`config.mk`:
```
export PLATFORM = sky130hd
export DESIGN_NAME = delay_pipe_ctrl
export DESIGN_NICKNAME = d
export VERILOG_FILES = /design/src/rtl/delay_pipe_ctrl.sv
export SDC_FILE = /design/constraint.sdc
export NUM_CORES = 1
export LEC_CHECK = 0
export CAP_MARGIN = 40
export CORE_ASPECT_RATIO = 0.8
export CORE_MARGIN = 2
export CORE_UTILIZATION = 45
export CTS_BUF_LIST = sky130_fd_sc_hd__clkbuf_4 sky130_fd_sc_hd__clkbuf_8
export CTS_CLUSTER_SIZE = 30
export DETAILED_ROUTE_END_ITERATION = 10
export PLACE_DENSITY = 0.79
export SETUP_SLACK_MARGIN = 0.3
export SLEW_MARGIN = 25
export SYNTH_ARGS = -nofsm -noshare
export SYNTH_HDL_FRONTEND = slang
export SYNTH_SLANG_ARGS = --single-unit
```
`constraint.sdc`:
```
create_clock -name i_clk -period 3.5 [get_ports i_clk]
set_input_delay 1.05 -clock i_clk [delete_from_list [all_inputs] [get_ports i_clk]]
set_output_delay 1.05 -clock i_clk [all_outputs]
set_load 0.03 [all_outputs]
```
`src/rtl/delay_pipe_ctrl.sv`:
```
// Flow controller for an N-stage single-enable delay pipeline: per-stage valid
// tracking, in/out handshakes, drain/flush control, occupancy and stall stats.
module delay_pipe_ctrl #(
  parameter int N     = 4,
  parameter int CNT_W = 16,
  parameter int OCC_W = $clog2(N + 1)
) (
  input  logic             i_clk,
  input  logic             i_rst,
  input  logic             i_in_valid,
  output logic             o_in_ready,
  output logic             o_out_valid,
  input  logic             i_out_ready,
  output logic             o_pipe_en,
  input  logic             i_drain,
  output logic             o_drain_done,
  input  logic             i_flush,
  output logic [OCC_W-1:0] o_occupancy,
  output logic [CNT_W-1:0] o_stall_cnt
);

  typedef enum logic [1:0] {RUN, DRAIN, DONE} state_t;

  state_t           state, state_nxt;
  logic [N-1:0]     vld, vld_nxt;
  logic [OCC_W-1:0] occ, occ_nxt;
  logic [CNT_W-1:0] stall_cnt;
  logic             advance, accept, transfer, stall_inc;

  // The whole pipe moves as one; a stalled last stage freezes every stage.
  always_comb begin
    advance      = !vld[N-1] || i_out_ready;
    o_pipe_en    = advance && !i_flush && !i_rst;
    o_in_ready   = advance && (state == RUN) && !i_drain && !i_flush && !i_rst;
    o_out_valid  = vld[N-1] && !i_flush && !i_rst;
    o_drain_done = (state == DONE) && !i_rst;
    accept       = i_in_valid && o_in_ready;
    transfer     = o_out_valid && i_out_ready;
    stall_inc    = vld[N-1] && !i_out_ready && !i_flush && (stall_cnt != '1);
  end

  always_comb begin
    vld_nxt    = vld;
    vld_nxt[0] = accept;
    for (int unsigned k = 1; k < N; k++) begin
      vld_nxt[k] = vld[k-1];
    end
  end

  always_comb begin
    occ_nxt = occ;
    case ({accept, transfer})
      2'b10:   occ_nxt = occ + OCC_W'(1);
      2'b01:   occ_nxt = occ - OCC_W'(1);
      default: occ_nxt = occ;
    endcase
  end

  // Flush leaves the FSM where it is; an emptied DRAIN reaches DONE a cycle later.
  always_comb begin
    state_nxt = state;
    if (!i_flush) begin
      case (state)
        RUN:     if (i_drain) state_nxt = DRAIN;
        DRAIN:   if (!i_drain) state_nxt = RUN;
                 else if (occ == '0) state_nxt = DONE;
        DONE:    if (!i_drain) state_nxt = RUN;
        default: state_nxt = RUN;
      endcase
    end
  end

  always_ff @(posedge i_clk) begin
    if (i_rst) begin
      state     <= RUN;
      vld       <= '0;
      occ       <= '0;
      stall_cnt <= '0;
    end else begin
      state <= state_nxt;
      if (i_flush) begin
        vld <= '0;
        occ <= '0;
      end else begin
        if (o_pipe_en) vld <= vld_nxt;
        occ <= occ_nxt;
      end
      if (stall_inc) stall_cnt <= stall_cnt + CNT_W'(1);
    end
  end

  assign o_occupancy = occ;
  assign o_stall_cnt = stall_cnt;

endmodule
```
After elaboration in Yosys (flattened, before gate mapping)
Index checks and enable logic that the tools add are counted.
{"block": "word_totals", "output_inout_bits": 23, "ramBits": 0, "reg_bits": 25, "n_memories": 0, "latch_bits": 0, "mem_bits_ro": 0}
{"block": "classes", "add_sub_neg": 3, "n_mux": 6, "n_reduce_logical": 25, "shift": 0, "magnitude_cmp": 0, "eq_ne": 8, "n_bitwise": 1, "multipliers": 0, "div": 0}
{"operator": "16-bit by 1-bit adder with 16-bit output (second input constant)", "n": 1}
{"operator": "16-bit inequality test (second input constant)", "n": 1}
{"operator": "1-bit logical AND", "n": 14}
{"operator": "2-bit two-way mux", "n": 4}
{"operator": "2-bit one-hot mux with 3 select lines", "n": 1}
{"operator": "3-bit one-hot mux with 2 select lines", "n": 1}
{"operator": "1-bit zero test", "n": 5}
{"operator": "2-bit by 1-bit equality test with 1-bit output (second input constant)", "n": 2}
{"operator": "2-bit equality test (second input constant)", "n": 2}
{"operator": "2-bit inequality test (second input constant)", "n": 2}
{"operator": "4-bit AND reduction", "n": 1}
{"operator": "3-bit by 1-bit adder with 3-bit output (second input constant)", "n": 1}
{"operator": "3-bit zero test", "n": 1}
{"operator": "3-bit inequality test (second input constant)", "n": 1}
{"operator": "3-bit by 1-bit subtractor with 3-bit output (second input constant)", "n": 1}
{"operator": "2-bit zero test", "n": 1}
{"operator": "2-bit nonzero test", "n": 1}
{"operator": "2-bit OR reduction", "n": 1}
{"operator": "1-bit logical OR", "n": 1}
{"operator": "1-bit inverter", "n": 1}

Depth between registers and ports, before layout
Gate-level depths: netlist (run 1).
{"block": "logic_depth", "word_depth": 9, "ltp_mapped": 10, "ltp_nobuf": 9}

Least setup slack after synthesis (run 1)
No wires, ideal clock.
{"block": "synth_timing", "path_kind": "input to register", "from": "input i_flush", "to": "register occ[2] (netlist: o_occupancy[2])", "required_time_ns": 3.429, "cell_stages": 10, "setup_slack_ns": 0.017, "arrival_time_ns": 3.412, "setup_time_ns": 0.071, "cell_sequence": "or2_2 > clkbuf_1 > nor3_1 > nand2_1 > ha_1 > inv_1 > fa_1 > xor2_1 > or3_1 > a21oi_1"}
{"block": "synth_between", "elab_chain_cells": 6}
{"element": "from (decl)", "line_no": "17", "source": "input logic i_flush,"}
{"element": "1-bit zero test (*)"}
{"element": "1-bit logical AND (*) (2 in a row)", "line_no": "34", "source": "o_in_ready = advance && (state == RUN) && !i_drain && !i_flush && !i_rst;"}
{"element": "net o_in_ready", "line_no": "11", "source": "output logic o_in_ready,"}
{"element": "1-bit logical AND (*)", "line_no": "37", "source": "accept = i_in_valid && o_in_ready;"}
{"element": "2-bit by 1-bit equality test with 1-bit output or 2-bit equality test (tied branches)", "line_no": "52", "source": "case ({accept, transfer})"}
{"element": "3-bit one-hot mux with 2 select lines or 2-bit nonzero test (tied branches)"}
{"element": "to (signal assigned)", "line_no": "86", "source": "occ <= occ_nxt;"}
{"element": "to (decl)", "line_no": "26", "source": "logic [OCC_W-1:0] occ, occ_nxt;"}
Mark *: on every way through the listed nets, which the timed path passes. The rest lies on a longest branch.
A chain may end at the register's enable or synchronous reset.

Final worst setup path (run 1)
{"block": "layout_timing", "from": "input i_rst", "to": "output o_in_ready"}
{"block": "layout_between", "elab_chain_cells": 2}
{"element": "from (decl)", "line_no": "9", "source": "input logic i_rst,"}
{"element": "1-bit zero test", "line_no": "34"}
{"element": "1-bit logical AND", "line_no": "34"}
{"element": "to (decl)", "line_no": "11"}
Every way passes these cells.

==> flow_summary.json, run 1 <==
{
  "tns_ps": 0,
  "critPathCaptureType": "primary output",
  "rsz0062_at_grt": "yes",
  "power_density_mw_per_mm2": 268,
  "wl_per_cell_um": 13.6,
  "drtIter0Drc": 32,
  "yosys_warnings": 0,
  "nets": 189,
  "ys.flop_type": "dfxtp_1",
  "row_count": 17,
  "power.switching_mw": 0.0995,
  "setup_ws_ps": 296,
  "pwr-share-seq": 0.633,
  "p_int_mw": 0.354,
  "grt_max_degree": 22,
  "crit_required_ps": 2450,
  "synthArstFlopShare": 0,
  "pre_cts_ws_ps": 19.5,
  "power_frac_clock": 0.296,
  "swShare": 0.219,
  "synth_cell_types": 41,
  "clock_sinks": 25,
  "ctsHtreeMaxLevel": 1,
  "crit_type": "in -> out",
  "gp_congestion": 0.802,
  "ios": 29,
  "worst_pin_slew_ps": 828,
  "vias_per_cell": 5.65,
  "ir_drop_v": 0.000249,
  "antenna_left": 0,
  "slew_headroom": 0.444,
  "grt_overflow": 0,
  "fin_crit_ps": 3200,
  "cts_buffers": 3,
  "vias": 1227,
  "drt-pass1-iter-count": 4,
  "clock_path_buffers": 2,
  "holdWs_ps": 477,
  "die_w_um": 64.0,
  "status": "finished clean",
  "synth_edf_count": 0,
  "wl_um": 2960,
  "fill_cells": 236,
  "dp.final_hpwl_um": 2110,
  "cts_tree": "built",
  "antenna_cells": 0,
  "dieHeight_um": 52.0,
  "ctsHoldBuffers": 0,
  "max_freq_mhz": 312,
  "coreArea_mm2": 0.00274,
  "ys_seq_area_frac": 0.386,
  "finalHoldViolCount": 0,
  "setup_viol": 0,
  "leakagePower_nw": 0.543,
  "start_util": 0.473,
  "die_area_mm2": 0.00333,
  "portBuffers": 28,
  "cts_root_buf": "clkbuf_4",
  "cp_slowest_cell": "clkdlybuf4s50_1",
  "arrival_ps": 2150,
  "grt_antenna_before_repair": 0,
  "grtUsageTotal": 0.196,
  "hp-class": "reg -> reg",
  "cap_violations": 0,
  "skew_ps": 5.29,
  "syn_nets": 156,
  "worstPathCellList": "clkdlybuf4s50_1 -> or2_4 -> nor3_4 -> buf_6",
  "drive_above_1_share": 0.145,
  "clk_transition_reported_paths_ps": 130,
  "netlist_instances": 147,
  "cp-start-kind": "input port",
  "avgSynthCellArea_um2": 8.83,
  "clk_latency_ps": 310,
  "fin_crit_sh": 0.915,
  "drc": 0,
  "slew_viol_final": 0,
  "combinationalPowerShare": 0.071,
  "grt_pass1_vias": 1104,
  "synth_area_mm2": 0.00130,
  "cp_max_fo": 5,
  "grt_pass1_wl_um": 5130,
  "synth_seq_cells": 25,
  "max_stage_delay_ps": 430,
  "syn2layout_area_growth_pct": 30.2
}
==> kinds of logic (layout without fill, tap and decap cells) <==
kind of cell,Yosys count,count (layout),share of synthesized area
AOI/OAI and AO/OA,37,37,0.177
muxes,3,3,0.0241
xor gates and xnor gates,2,2,0.0135
adders and majority gates,3,3,0.0347
and+or+nand+nor,64,64,0.323
buffers and inverters,13,45,0.0415
DFF,25,25,0.386
==> cells in the final DEF, fill, tap and decap left out, types with 2 or more instances in the layout <==
cell type | netlist | layout
a211oi_1 | 2 | 2
a21oi_1 | 16 | 16
and4_1 | 3 | 3
buf_4 | 1 | 8
clkbuf_4 | 0 | 4
clkdlybuf4s50_1 | 0 | 24
dfxtp_1 | 25 | 25
ha_1 | 2 | 2
inv_1 | 8 | 8
mux2i_1 | 2 | 2
nand2_1 | 8 | 8
nand3_1 | 4 | 4
nand3_2 | 2 | 2
nand4_1 | 3 | 3
nor2_1 | 12 | 11
nor2b_1 | 4 | 4
nor3_1 | 3 | 2
nor3b_1 | 2 | 2
o21ai_0 | 4 | 4
o21ai_1 | 3 | 3
o21ba_2 | 2 | 2
o311ai_0 | 2 | 2
o31ai_1 | 6 | 6
o41ai_1 | 2 | 2
or3_1 | 5 | 4
or4_1 | 6 | 6
xor2_1 | 2 | 2
==> cells in the mapped netlist (2+ instances only) <==
library cell,n,share of area
xor2_1,2,0.014
nand2_1,8,0.023
nand3_2,2,0.015
o311ai_0,2,0.014
o21ba_2,2,0.015
dfxtp_1,25,0.39
nor2b_1,4,0.019
inv_1,8,0.023
nor3b_1,2,0.012
nand3_1,4,0.015
or4_1,6,0.035
or3_1,5,0.024
o31ai_1,6,0.035
o21ai_1,3,0.012
a21oi_1,16,0.062
and4_1,3,0.020
clkbuf_1,3,0.0087
nand4_1,3,0.014
o41ai_1,2,0.014
nor2_1,12,0.035
o21ai_0,4,0.015
mux2i_1,2,0.015
a211oi_1,2,0.012
ha_1,2,0.019
nor3_1,3,0.012
==> per-stage QoR <==
step | util | power, mW | instances | area, um2
after floorplan | - | 0.309 | 147 | 1320
after global placement | 0.595 | 0.321 | 211 | 1630
after detailed placement | 0.595 | 0.322 | 211 | 1630
after CTS | 0.616 | 0.459 | 217 | 1690
after global routing | 0.616 | 0.475 | 217 | 1690
final | 0.616 | 0.453 | 217 | 1690
==> state kept, by name, summed over array words and instances, names as in the netlist <==
name	cells
state	2
o_occupancy	3
vld	4
o_stall_cnt	16
==> worst max-delay path: cells and delay by family <==
family / cells / cell delay (ps)
buffers and inverters: 2 / 580
and+or+nand+nor: 2 / 510
==> layer usage <==
| metal | wire length, um | up-vias | GRT usage |
|---|---|---|---|
| met1 | 1400 | 572 | 0.264 |
| met4 | 36 | 0 | 0.0471 |
| met2 | 1380 | 34 | 0.325 |
| met5 | 0 | - | 0 |
| li1 | - | 617 | - |
| met3 | 135 | 4 | 0.0411 |
==> power by group through the flow <==
stage	Clock (mW)	Sequential [mW]	Combinational, mW
3_5_place_dp	0	0.293	0.0288
6_report	0.134	0.287	0.0324
2_1_floorplan	0	0.293	0.0155
5_1_grt	0.153	0.288	0.0349
4_1_cts	0.139	0.287	0.0322
3_3_place_gp	0	0.293	0.0281
==> repair_timing <==
action / 4_1_cts / 5_1_grt
pin swaps: 1 / 0
resized for setup: 3 / 0
buffers inserted: 2 / 0
endpoints found under the setup margin: 3 / 1
==> cell type report <==
type,instances,area [um2],area share
Clock buffer,4,30.0,0.0178
Inverter,8,30.0,0.0178
Multi-Input combinational cell,109,769,0.456
Sequential cell,25,500,0.296
Tap cell,38,47.5,0.0281
Timing Repair Buffer,33,312,0.184
==> path summary, 6_finish.rpt <==
path / startpoint / to / slack [ps] / cells after the start
setup / recovery: i_rst / o_in_ready / 300 / 4
hold / removal: vld[0]$_SDFFE_PP0P_ / vld[0]$_SDFFE_PP0P_ / 480 / 2
setup reg to reg: vld[3]$_SDFFE_PP0P_ / o_occupancy[2]$_SDFFE_PP0P_ / 1200 / 9
hold reg to reg: vld[0]$_SDFFE_PP0P_ / vld[0]$_SDFFE_PP0P_ / 480 / 2
No activity file was read; power rests on OpenSTA's default activity.
==> run 2: changes to the inputs <==
--- a/config.mk
+++ b/config.mk
@@ -6,13 +6,15 @@
 export NUM_CORES = 1
 export LEC_CHECK = 0
 export CAP_MARGIN = 40
-export CORE_ASPECT_RATIO = 0.8
+export CELL_PAD_IN_SITES_DETAIL_PLACEMENT = 0
+export CELL_PAD_IN_SITES_GLOBAL_PLACEMENT = 1
 export CORE_MARGIN = 2
-export CORE_UTILIZATION = 45
+export CORE_UTILIZATION = 38
 export CTS_BUF_LIST = sky130_fd_sc_hd__clkbuf_4 sky130_fd_sc_hd__clkbuf_8
+export CTS_CLUSTER_DIAMETER = 100
 export CTS_CLUSTER_SIZE = 30
 export DETAILED_ROUTE_END_ITERATION = 10
-export PLACE_DENSITY = 0.79
+export PLACE_DENSITY = 0.87
 export SETUP_SLACK_MARGIN = 0.3
 export SLEW_MARGIN = 25
 export SYNTH_ARGS = -nofsm -noshare
==> flow_summary.json, run 2 (synthesized netlist as in run 1, its figures left out) <==
{
  "status": "finished clean",
  "r2r_slack_ps": 1290,
  "fin_crit_ps": 3140,
  "cp_max_fo": 5,
  "antenna_left": 0,
  "combinationalPowerShare": 0.069,
  "cap_violations": 0,
  "critPathCaptureType": "primary output",
  "cts_tree": "built",
  "grt_max_degree": 22,
  "final_common_cell": "dfxtp_1",
  "ir_drop_v": 0.0000841,
  "hp-class": "reg -> reg",
  "slew_viol_final": 0,
  "vias_per_cell": 5.41,
  "largest_reg_flops": 16,
  "seqCellArea_um2": 500,
  "grt_antenna_before_repair": 0,
  "ctsHtreeMaxLevel": 1,
  "start_util": 0.392,
  "antenna_cells": 0,
  "fin_cells": 225,
  "arrival_ps": 2090,
  "slew_headroom": 0.712,
  "drc": 0,
  "swShare": 0.228,
  "max_freq_mhz": 319,
  "worst-path-buf-inv": 2,
  "row_count": 21,
  "crit_required_ps": 2450,
  "coreArea_mm2": 0.00331,
  "setup_viol": 0,
  "syn2layout_area_growth_pct": 31.0,
  "portBuffers": 28,
  "dieHeight_um": 62.4,
  "p_int_mw": 0.343,
  "die_area_mm2": 0.00390,
  "ios": 29,
  "grt_pass1_wl_um": 4850,
  "wl_per_cell_um": 12.6,
  "clk_latency_ps": 310,
  "rsz0062_at_grt": "no",
  "final_cell_mix": "dfxtp_1, clkdlybuf4s50_1, a21oi_1",
  "vias": 1217,
  "cp-start-kind": "input port",
  "clock_path_buffers": 2,
  "skew_ps": 7.03,
  "cts_buffers": 3,
  "wl_um": 2840,
  "leakagePower_nw": 0.547,
  "dp.final_hpwl_um": 2040,
  "gp_congestion": 0.755,
  "max_stage_delay_ps": 430,
  "worst_pin_slew_ps": 431,
  "power_frac_clock": 0.285,
  "crit_type": "in -> out",
  "fin_crit_sh": 0.896,
  "cts_root_buf": "clkbuf_4",
  "grt_pass1_vias": 1052,
  "drt-pass1-iter-count": 4,
  "cp_slowest_cell": "clkdlybuf4s50_1",
  "clk_transition_reported_paths_ps": 130,
  "finalHoldViolCount": 0,
  "dp.cells": 218,
  "nets": 189,
  "drtIter0Drc": 49,
  "grtUsageTotal": 0.151,
  "pwr-share-seq": 0.646,
  "holdWs_ps": 471,
  "cpLargestDelayFamily": "buffers and inverters",
  "clock_sinks": 25,
  "power.switching_mw": 0.102,
  "power_density_mw_per_mm2": 262,
  "grt_overflow": 0,
  "die_w_um": 62.4,
  "fill_cells": 333,
  "drive_above_1_share": 0.151,
  "multi_input_area_um2": 774,
  "worstPathCellList": "clkdlybuf4s50_1 -> or2_4 -> nor3_4 -> buf_6"
}
run 2: cell types whose count changed in the layout (fill, tap and decap cells not counted), sizes merged:
cell and change:
clkdlybuf4s50 -2, dlygate4sd2 +2, clkbuf -1, clkinv +1
run 2: path summary, 6_finish.rpt:
check	from	cells past startpoint	end
worst max-delay path	i_rst	4	o_in_ready
worst min-delay path	vld[0]$_SDFFE_PP0P_	2	vld[0]$_SDFFE_PP0P_
worst max register to register	state[0]$_SDFFE_PP0P_	9	o_occupancy[2]$_SDFFE_PP0P_
worst min register to register	vld[0]$_SDFFE_PP0P_	2	vld[0]$_SDFFE_PP0P_
run 2: metrics by stage:
stage / power [mW] / worst slack [ps] / instance area, um2 / util / TNS [ps]
6_report: 0.444 / 365 / 1700 / 0.513 / 0
4_1_cts: 0.448 / 311 / 1690 / 0.509 / 0
3_5_place_dp: 0.321 / -44.3 / 1640 / 0.494 / -44.3
2_1_floorplan: 0.309 / 333 / 1320 / - / 0
3_3_place_gp: 0.320 / 69.5 / 1640 / 0.494 / 0
5_1_grt: 0.472 / 313 / 1700 / 0.513 / 0
run 2: metal layers:
| metal | share of wire | routed length, um | track usage | up-vias |
|---|---|---|---|---|
| li1 | - | - | - | 615 |
| met2 | 0.48 | 1370 | 0.249 | 28 |
| met5 | 0 | 0 | 0 | - |
| met4 | 0.0070 | 20 | 0.0528 | 0 |
| met3 | 0.036 | 103 | 0.0216 | 2 |
| met1 | 0.47 | 1350 | 0.202 | 572 |
run 2: what timing repair did:
action,4_1_cts,5_1_grt
endpoints found under the hold margin,0,0
endpoints found under the setup margin,4,1
pin swaps,3,0
hold buffers,0,0
resized for setup,5,1
setup buffers,2,0
run 2: final cells by class:
| class | count | share of cell area |
|---|---|---|
| well taps | 46 | 0.0339 |
| flip-flops and latches | 25 | 0.295 |
| multi-input cells | 109 | 0.456 |
| clock inverters | 1 | 0.00295 |
| repair buffers | 33 | 0.182 |
| inverters | 8 | 0.0177 |
| clock buffers | 3 | 0.0133 |
run 2: power groups by stage:
stage / registers, mW / logic [mW] / clock network (mW)
3_5_place_dp: 0.293 / 0.0279 / 0
2_1_floorplan: 0.293 / 0.0155 / 0
5_1_grt: 0.288 / 0.0336 / 0.150
3_3_place_gp: 0.293 / 0.0272 / 0
6_report: 0.287 / 0.0307 / 0.126
4_1_cts: 0.287 / 0.0307 / 0.131
run 2: tightest hold or removal path: cells and delay by family, from the launching register on:
family	cells	cell delay (ps)
flops	1	330
compound gates	1	60
simple gates	1	50
